`src/rtl/brv32p_pkg.sv`:
```
// -----------------------------------------------------------------------------
// brv32p_pkg
// Shared types for the data-cache AXI4-Lite bridge:
//   axi_resp_e          - AXI response codes
//   dcache_axi_state_e  - bridge FSM states
//   SAT32_MAX           - saturation value for the 32-bit perf counters
//   axi_resp_is_err()   - any response other than OKAY counts as a bus error
// -----------------------------------------------------------------------------
package brv32p_pkg;

  typedef enum logic [1:0] {
    AXI_OKAY   = 2'b00,
    AXI_EXOKAY = 2'b01,
    AXI_SLVERR = 2'b10,
    AXI_DECERR = 2'b11
  } axi_resp_e;

  typedef enum logic [2:0] {
    S_IDLE    = 3'd0,
    S_WR_REQ  = 3'd1,
    S_WR_RESP = 3'd2,
    S_RD_REQ  = 3'd3,
    S_RD_RESP = 3'd4,
    S_DONE    = 3'd5
  } dcache_axi_state_e;

  localparam logic [31:0] SAT32_MAX = 32'hFFFF_FFFF;

  // The cache has no use for exclusive access, so EXOKAY is reported as an
  // error just like SLVERR/DECERR.
  function automatic logic axi_resp_is_err(input logic [1:0] resp);
    return (resp != AXI_OKAY);
  endfunction

endpackage : brv32p_pkg

```
`src/rtl/dcache_axi_bridge_sat_counter32.sv`:
```
// -----------------------------------------------------------------------------
// sat_counter32
// 32-bit event counter that sticks at 32'hFFFF_FFFF instead of wrapping.
// Ports:
//   clk    - clock, rising edge
//   rst    - synchronous active-high reset, clears the count to 0
//   inc_i  - count one event this cycle
//   cnt_o  - current (registered) count
// -----------------------------------------------------------------------------
module sat_counter32
  import brv32p_pkg::*;
(
  input  logic        clk,
  input  logic        rst,
  input  logic        inc_i,
  output logic [31:0] cnt_o
);

  logic [31:0] cnt_q;
  logic [31:0] cnt_d;

  // Next count: increment only while below the saturation value.
  always_comb begin
    cnt_d = cnt_q;
    if (inc_i && (cnt_q != SAT32_MAX)) begin
      cnt_d = cnt_q + 32'd1;
    end else begin
      cnt_d = cnt_q;
    end
  end

  // Count register.
  always_ff @(posedge clk) begin
    if (rst) begin
      cnt_q <= 32'd0;
    end else begin
      cnt_q <= cnt_d;
    end
  end

  assign cnt_o = cnt_q;

endmodule : sat_counter32

```
`src/rtl/dcache_axi_bridge.sv`:
```
// -----------------------------------------------------------------------------
// dcache_axi_bridge
// Turns the data cache's single-outstanding request interface (level-held
// mem_rd / mem_wr) into one 32-bit AXI4-Lite transfer per request, and returns
// a one-cycle completion pulse (mem_valid for reads, mem_wr_done for writes,
// with bus_err alongside if the slave response was not OKAY).
//
// Parameters:
//   ADDR_W    - address width on both sides
//   AXI_PROT  - constant driven on awprot / arprot
//
// Ports:
//   clk, rst                      - clock; synchronous active-high reset
//   mem_addr/rd/wr/wdata/wstrb    - cache request (levels held until completion)
//   mem_rdata, mem_valid          - read data + read-completion pulse
//   mem_wr_done, bus_err          - write-completion pulse, error pulse
//   m_axi_aw* / w* / b*           - AXI4-Lite write channels
//   m_axi_ar* / r*                - AXI4-Lite read channels
//
// Optional build macro DCACHE_AXI_PERF_EN adds perf_rd_cnt, perf_wr_cnt and
// perf_stall_cnt (saturating 32-bit counters).
// -----------------------------------------------------------------------------
module dcache_axi_bridge
  import brv32p_pkg::*;
#(
  parameter int unsigned ADDR_W   = 32,
  parameter logic [2:0]  AXI_PROT = 3'b000
) (
  input  logic              clk,
  input  logic              rst,
  // cache side
  input  logic [ADDR_W-1:0] mem_addr,
  input  logic              mem_rd,
  input  logic              mem_wr,
  input  logic [31:0]       mem_wdata,
  input  logic [3:0]        mem_wstrb,
  output logic [31:0]       mem_rdata,
  output logic              mem_valid,
  output logic              mem_wr_done,
  output logic              bus_err,
  // AXI write address
  output logic [ADDR_W-1:0] m_axi_awaddr,
  output logic [2:0]        m_axi_awprot,
  output logic              m_axi_awvalid,
  input  logic              m_axi_awready,
  // AXI write data
  output logic [31:0]       m_axi_wdata,
  output logic [3:0]        m_axi_wstrb,
  output logic              m_axi_wvalid,
  input  logic              m_axi_wready,
  // AXI write response
  input  logic [1:0]        m_axi_bresp,
  input  logic              m_axi_bvalid,
  output logic              m_axi_bready,
  // AXI read address
  output logic [ADDR_W-1:0] m_axi_araddr,
  output logic [2:0]        m_axi_arprot,
  output logic              m_axi_arvalid,
  input  logic              m_axi_arready,
  // AXI read data
  input  logic [31:0]       m_axi_rdata,
  input  logic [1:0]        m_axi_rresp,
  input  logic              m_axi_rvalid,
  output logic              m_axi_rready
`ifdef DCACHE_AXI_PERF_EN
  ,
  output logic [31:0]       perf_rd_cnt,
  output logic [31:0]       perf_wr_cnt,
  output logic [31:0]       perf_stall_cnt
`endif
);

  dcache_axi_state_e state_q;

  logic [ADDR_W-1:0] addr_q;
  logic [31:0]       wdata_q;
  logic [3:0]        wstrb_q;
  logic              is_wr_q;
  logic              aw_done_q;
  logic              w_done_q;
  logic [31:0]       rdata_q;

  logic              awvalid_q;
  logic              wvalid_q;
  logic              bready_q;
  logic              arvalid_q;
  logic              rready_q;
  logic              mem_valid_q;
  logic              mem_wr_done_q;
  logic              bus_err_q;

  logic              aw_hs;
  logic              w_hs;
  logic              aw_fin;
  logic              w_fin;

  assign aw_hs  = awvalid_q & m_axi_awready;
  assign w_hs   = wvalid_q  & m_axi_wready;
  // A channel counts as finished if it completed earlier or completes now,
  // so AW and W may finish in either order or in the same cycle.
  assign aw_fin = aw_done_q | aw_hs;
  assign w_fin  = w_done_q  | w_hs;

  // Bridge FSM with all AXI valids/readies and completion pulses registered.
  always_ff @(posedge clk) begin
    if (rst) begin
      state_q       <= S_IDLE;
      addr_q        <= {ADDR_W{1'b0}};
      wdata_q       <= 32'd0;
      wstrb_q       <= 4'd0;
      is_wr_q       <= 1'b0;
      aw_done_q     <= 1'b0;
      w_done_q      <= 1'b0;
      rdata_q       <= 32'd0;
      awvalid_q     <= 1'b0;
      wvalid_q      <= 1'b0;
      bready_q      <= 1'b0;
      arvalid_q     <= 1'b0;
      rready_q      <= 1'b0;
      mem_valid_q   <= 1'b0;
      mem_wr_done_q <= 1'b0;
      bus_err_q     <= 1'b0;
    end else begin
      case (state_q)
        S_IDLE: begin
          // Writes win over reads when both levels are up.
          if (mem_wr) begin
            addr_q    <= mem_addr;
            wdata_q   <= mem_wdata;
            wstrb_q   <= mem_wstrb;
            is_wr_q   <= 1'b1;
            aw_done_q <= 1'b0;
            w_done_q  <= 1'b0;
            awvalid_q <= 1'b1;
            wvalid_q  <= 1'b1;
            state_q   <= S_WR_REQ;
          end else if (mem_rd) begin
            addr_q    <= mem_addr;
            is_wr_q   <= 1'b0;
            arvalid_q <= 1'b1;
            state_q   <= S_RD_REQ;
          end else begin
            state_q   <= S_IDLE;
          end
        end

        S_WR_REQ: begin
          if (aw_hs) begin
            awvalid_q <= 1'b0;
            aw_done_q <= 1'b1;
          end
          if (w_hs) begin
            wvalid_q <= 1'b0;
            w_done_q <= 1'b1;
          end
          if (aw_fin && w_fin) begin
            bready_q <= 1'b1;
            state_q  <= S_WR_RESP;
          end
        end

        S_WR_RESP: begin
          if (m_axi_bvalid) begin
            bready_q      <= 1'b0;
            bus_err_q     <= axi_resp_is_err(m_axi_bresp);
            mem_wr_done_q <= is_wr_q;
            mem_valid_q   <= ~is_wr_q;
            state_q       <= S_DONE;
          end
        end

        S_RD_REQ: begin
          if (m_axi_arready) begin
            arvalid_q <= 1'b0;
            rready_q  <= 1'b1;
            state_q   <= S_RD_RESP;
          end
        end

        S_RD_RESP: begin
          // Data is captured even on an error response.
          if (m_axi_rvalid) begin
            rready_q      <= 1'b0;
            rdata_q       <= m_axi_rdata;
            bus_err_q     <= axi_resp_is_err(m_axi_rresp);
            mem_valid_q   <= ~is_wr_q;
            mem_wr_done_q <= is_wr_q;
            state_q       <= S_DONE;
          end
        end

        S_DONE: begin
          // Request levels are ignored here: the cache only drops or changes
          // its request after seeing this cycle's pulse.
          mem_valid_q   <= 1'b0;
          mem_wr_done_q <= 1'b0;
          bus_err_q     <= 1'b0;
          state_q       <= S_IDLE;
        end

        default: begin
          awvalid_q     <= 1'b0;
          wvalid_q      <= 1'b0;
          bready_q      <= 1'b0;
          arvalid_q     <= 1'b0;
          rready_q      <= 1'b0;
          mem_valid_q   <= 1'b0;
          mem_wr_done_q <= 1'b0;
          bus_err_q     <= 1'b0;
          state_q       <= S_IDLE;
        end
      endcase
    end
  end

  assign mem_rdata     = rdata_q;
  assign mem_valid     = mem_valid_q;
  assign mem_wr_done   = mem_wr_done_q;
  assign bus_err       = bus_err_q;

  assign m_axi_awaddr  = addr_q;
  assign m_axi_awprot  = AXI_PROT;
  assign m_axi_awvalid = awvalid_q;
  assign m_axi_wdata   = wdata_q;
  assign m_axi_wstrb   = wstrb_q;
  assign m_axi_wvalid  = wvalid_q;
  assign m_axi_bready  = bready_q;
  assign m_axi_araddr  = addr_q;
  assign m_axi_arprot  = AXI_PROT;
  assign m_axi_arvalid = arvalid_q;
  assign m_axi_rready  = rready_q;

`ifdef DCACHE_AXI_PERF_EN
  logic rd_done_inc;
  logic wr_done_inc;
  logic stall_inc;

  assign rd_done_inc = (state_q == S_DONE) & ~is_wr_q;
  assign wr_done_inc = (state_q == S_DONE) &  is_wr_q;
  assign stall_inc   = (state_q != S_IDLE);

  sat_counter32 u_perf_rd (
    .clk   (clk),
    .rst   (rst),
    .inc_i (rd_done_inc),
    .cnt_o (perf_rd_cnt)
  );

  sat_counter32 u_perf_wr (
    .clk   (clk),
    .rst   (rst),
    .inc_i (wr_done_inc),
    .cnt_o (perf_wr_cnt)
  );

  sat_counter32 u_perf_stall (
    .clk   (clk),
    .rst   (rst),
    .inc_i (stall_inc),
    .cnt_o (perf_stall_cnt)
  );
`endif

endmodule : dcache_axi_bridge
```
`config.mk`:
```
export PLATFORM = sky130hd
export DESIGN_NAME = dcache_axi_bridge
export DESIGN_NICKNAME = d
export VERILOG_FILES = /design/src/rtl/brv32p_pkg.sv /design/src/rtl/dcache_axi_bridge_sat_counter32.sv /design/src/rtl/dcache_axi_bridge.sv
export SDC_FILE = /design/constraint.sdc
export NUM_CORES = 1
export LEC_CHECK = 0
export ABC_AREA = 1
export CAP_MARGIN = 10
export CORE_UTILIZATION = 35
export CTS_CLUSTER_DIAMETER = 200
export DETAILED_ROUTE_END_ITERATION = 8
export PLACE_DENSITY = 0.77
export SKIP_CTS_REPAIR_TIMING = 1
export SYNTH_ARGS = -nofsm -noshare
export SYNTH_HDL_FRONTEND = slang
export SYNTH_SLANG_ARGS = --single-unit
export TNS_END_PERCENT = 5
```
`constraint.sdc`:
```
create_clock -name clk -period 1.15 [get_ports clk]
set_input_delay 0.1725 -clock clk [delete_from_list [all_inputs] [get_ports clk]]
set_output_delay 0.1725 -clock clk [all_outputs]
set_load 0.005 [all_outputs]
```
* After elaboration in Yosys (flattened, before gate mapping)
Cells that the tools add are included.
Word-level totals: register bits after elaboration 114, input port bits 113, output and inout bits 146, logic and storage cells 103
Cells by class: reductions and logical operators 23, muxes and demuxes 40, eq/ne operators 14, bitwise gates (word level) 10
Operator list (number):
- $mux 32 | 2
- $pmux 1 s3 | 8
- $mux 1 | 21
- $reduce_and 3->1 | 7
- $ne 2x2->1 const B | 9
- $reduce_or 4->1 | 4
- $pmux 3 s5 | 1
- $mux 3 | 4
- $reduce_and 4->1 | 2
- $reduce_bool 2->1 | 4
- $eq 3x2->1 const B | 2
- $eq 3x3->1 const B | 2
- $not 1->1 | 6
- $reduce_and 2->1 | 3
- $mux 2 | 2
- $pmux 1 s2 | 2
- $eq 3x1->1 const B | 1
- $logic_not 3->1 | 1
- $reduce_or 3->1 | 1
- $and 1x1->1 | 2
- $or 1x1->1 | 2
- $logic_and 1x1->1 | 1

* Logic depth before layout (Yosys ltp)
depth after elaboration 5, mapped depth 9, depth with buffers taken out 9

* Worst setup path before layout
Ideal clock, no wire load.
path type flip-flop to flip-flop, start point reg state_q[2], end point reg addr_q[10], in the netlist m_axi_araddr[10], period minus slack after synthesis 1.213 ns, data arrival time 1.097 ns, path buffers 2, cell stages (with the launch flop) 9, library setup time 0.116 ns, required time 1.034 ns, slack -0.063 ns, path through dfxtp_1 buf_4 inv_2 nand2_4 nor2_4 inv_2 buf_2 nor2_1 nor2_1
On the way: longest elaborated chain between the ends 2
Ends and longest elaborated chain:
- start, declared | line dcache_axi_bridge.sv:73 | dcache_axi_state_e state_q;
- start signal, assigned | line dcache_axi_bridge.sv:107 | state_q <= S_IDLE;
- start signal, assigned | line dcache_axi_bridge.sv:136 | state_q <= S_WR_REQ;
- start signal, assigned | line dcache_axi_bridge.sv:141 | state_q <= S_RD_REQ;
- $logic_not 3->1 | line dcache_axi_bridge.sv:124 | case (state_q)
- $reduce_and 2->1 (no source line)
- end signal, assigned | line dcache_axi_bridge.sv:108 | addr_q <= {ADDR_W{1'b0}};
- end signal, assigned | line dcache_axi_bridge.sv:128 | addr_q <= mem_addr;
- end signal, assigned | line dcache_axi_bridge.sv:138 | addr_q <= mem_addr;
- end, declared | line dcache_axi_bridge.sv:75 | logic [ADDR_W-1:0] addr_q;
No other way between the ends. A chain may end at the register's enable or synchronous reset.

* Worst setup path in the final report
start point reg state_q[1], end point reg addr_q[28], in the netlist m_axi_araddr[28]
Same word-level chain as after synthesis.

==> impl_metrics.tcl <==
set metrics [dict create \
    status "finished with violations" \
    failed_checks "setup timing" \
    yosys-top-cells-count "114 x dfxtp_1, 111 x nand2_1, 90 x nor2_1" \
    intPower_uw 12300 \
    netlist.area_leader.share_pct 48.5 \
    whs_ns 0.262 \
    avgSynthCellArea_um2 7.58 \
    ant_nets 0 \
    grt_pass1_vias 4499 \
    portBuffers 252 \
    grt.overflow.total 0 \
    setup_tns_ns -10.82 \
    dr.pass1.iters 4 \
    crit_fanout 5 \
    yosys_warnings 0 \
    wire_per_inst_um 14.4 \
    slowest_stage "dfxtp_4" \
    grt_max_degree 58 \
    cp-start-kind "flip-flop" \
    hold_end "m_axi_wdata[21]" \
    seq_area_um2 2340 \
    rows 41 \
    crit_path_end_kind "flip-flop" \
    hold_path_depth 3 \
    power.density_nw_per_um2 2130 \
    grt_pass1_wl_um 22500 \
    vias_per_cell 4.69 \
    clkPwrFrac_pct 28.0 \
    yosysTopAreaCell "dfxtp_1" \
    gr-usage-all-layers_pct 20.2 \
    multi_input_area_um2 1980 \
    finalMaxSlewViolations 0 \
    ios 259 \
    skew_ns 0.00374 \
    drt-initial-drc-count 248 \
    ys_types 21 \
    reg2reg_from "state_q[1]" \
    fmax_ghz 0.766 \
    clk_latency_ns 0.41 \
    h-tree-depth 4 \
    die_h_um 118 \
    drc_errors 0 \
    root_buffer "clkbuf_16" \
    cts_tree "done" \
    nets 980 \
    ys_seq_area_share_pct 48.5 \
    critPathRequiredTime_ns 1.44 \
    synth_ff_type "dfxtp_1" \
    die_x_um 118 \
    final_hold_viol_count 0 \
    ff2ff_setup_slack_ns -0.16 \
    grt_antenna_before_repair 0 \
    dp_hpwl_um 10200 \
    synth_async_sr_flop_share_pct 0 \
    period_share_pct 114 \
    p_leak_uw 0.00544 \
    yosysMostFrequentCell "dfxtp_1" \
    critical_path_class "flip-flop to flip-flop" \
    coreArea_um2 12900 \
    start_util_pct 36.5 \
    antennaDiodeCount 0 \
    path_cells "nor2_8, nand2_4, nor2_4, inv_2, buf_4, nor2_1, nor2_1" \
    netlist_instances 620 \
    rsz0062_at_grt "true" \
    setup_viol 114 \
    drt_wl_total_um 15200 \
    drive_gt1_share_pct 18.8 \
    path_clk_slew_ns 0.05 \
    min-delay-start "rst" \
    ys_top_cells_by_area "dfxtp_1 49%, nand2_1 8.9%, nand3_1 8.3%" \
    cap_violations 0 \
    hold_class "input pin to flip-flop" \
    switching_share_pct 32.5 \
    critPathArrivalTime_ns 1.59 \
    die-area_um2 13900 \
    reg2reg_depth 7 \
    syn_to_final_growth_pct 82.2 \
    p_seq_share_pct 30.6 \
    clk_path_buf_depth 2 \
    worst_slack_ns -0.156 \
    numClockSinks 114 \
    power_switching_uw 5930 \
    synth_edf_count 0 \
    ir_drop_v 0.00139 \
    slowest_delay_ns 0.36 \
    dr_total_vias 4934 \
    cts_inserted_buffers 17 \
    combPwrFrac_pct 41.3 \
    syn_area_um2 4700 \
    nFillCells 1047 \
    gp_congestion 0.791 \
    final.min_clock_period_ns 1.31 \
    timing.rr.end "m_axi_araddr[28]" \
    ys_ff_latch 114 \
    crit_top_cell "nor2_1" \
]
## state kept, by name, indices dropped and copies added, names as in the netlist, 3 cells and up
| name | cells |
|---|---|
| state_q | 3 |
| mem_rdata | 32 |
| m_axi_wstrb | 4 |
| m_axi_araddr | 32 |
| m_axi_wdata | 32 |
## power groups by stage
stage	Sequential, µW	Clock, µW	Combinational [µW]
2_1_floorplan	5490	0	3670
3_3_place_gp	5570	0	7050
3_5_place_dp	5600	0	7120
4_1_cts	5540	5250	7160
5_1_grt	5710	5460	8210
6_report	5590	5120	7540
## logic make-up after synthesis
logic type             Yosys count  synth area share [%]
buffers and inverters          100                  12.7
DFF                            114                  48.5
AOI/OAI and AO/OA              118                  12.6
other                            1                0.0798
and+or+nand+nor                287                  26.1
## worst max-delay path, delay by kind of cell (launching register included)
family	cells	cell delay, ns
buffers and inverters	2	0.24
DFF	1	0.36
and+or+nand+nor	5	0.57
## worst max-delay path by stage
stage | startpoint | to | depth (start not counted)
2_1_floorplan | state_q[0] | m_axi_araddr[10] | 8
3_3_place_gp | mem_rd | m_axi_araddr[7] | 7
3_5_place_dp | mem_rd | m_axi_araddr[29] | 7
4_1_cts | m_axi_araddr[22] | m_axi_awaddr[22] | 1
5_1_grt | state_q[1] | m_axi_araddr[24] | 7
6_report | state_q[1] | m_axi_araddr[28] | 7
## through the flow
step	utilization (%)	area, µm²	total power, µW	cells	setup slack (ns)
global placement	57.2	7370	12600	1015	-0.298
global route	66.5	8570	19400	1052	-0.264
finish	66.5	8570	18200	1052	-0.156
detailed placement	57.2	7370	12700	1015	-0.352
CTS	61.8	7950	17900	1047	-0.380
floorplan	-	4720	9150	625	-0.0607
## layout by cell type (no fill, tap or decap), types with 3 or more instances in the layout
cell type        instances
nand3_2                  4
nand2_2                 12
nor2_4                   4
buf_6                    5
a21oi_1                 75
inv_2                    6
nand3_1                 72
o21ai_1                  6
clkbuf_16               17
dfxtp_2                 31
nor2_2                   7
clkdlybuf4s50_1        111
nand2_1                100
clkinvlp_4               3
dlymetal6s2s_1         139
dfxtp_4                  4
clkbuf_8                 3
dfxtp_1                 79
o21ai_0                 33
inv_1                    9
buf_4                   38
clkinv_2                 5
conb_1                   6
buf_12                   7
nor2_1                  80
## per-layer routing
layer  wire length, µm  GRT usage [%]  part of all wire (%)
met1              6220           24.0                    41
met2              7690           33.8                    51
met3              1020           7.32                   6.7
met4               246           6.57                   1.6
met5                 0              0                     0
## area by class of cell
class,count,share of cell area [%]
inverter,19,1.01
tap,172,2.51
timing repair buffer,304,39.4
sequential,114,27.3
multi-input combinational,411,23.1
clock buffer,22,5.54
clock inverter,10,1.26
Note: power is estimated with default switching activity, not from simulation.
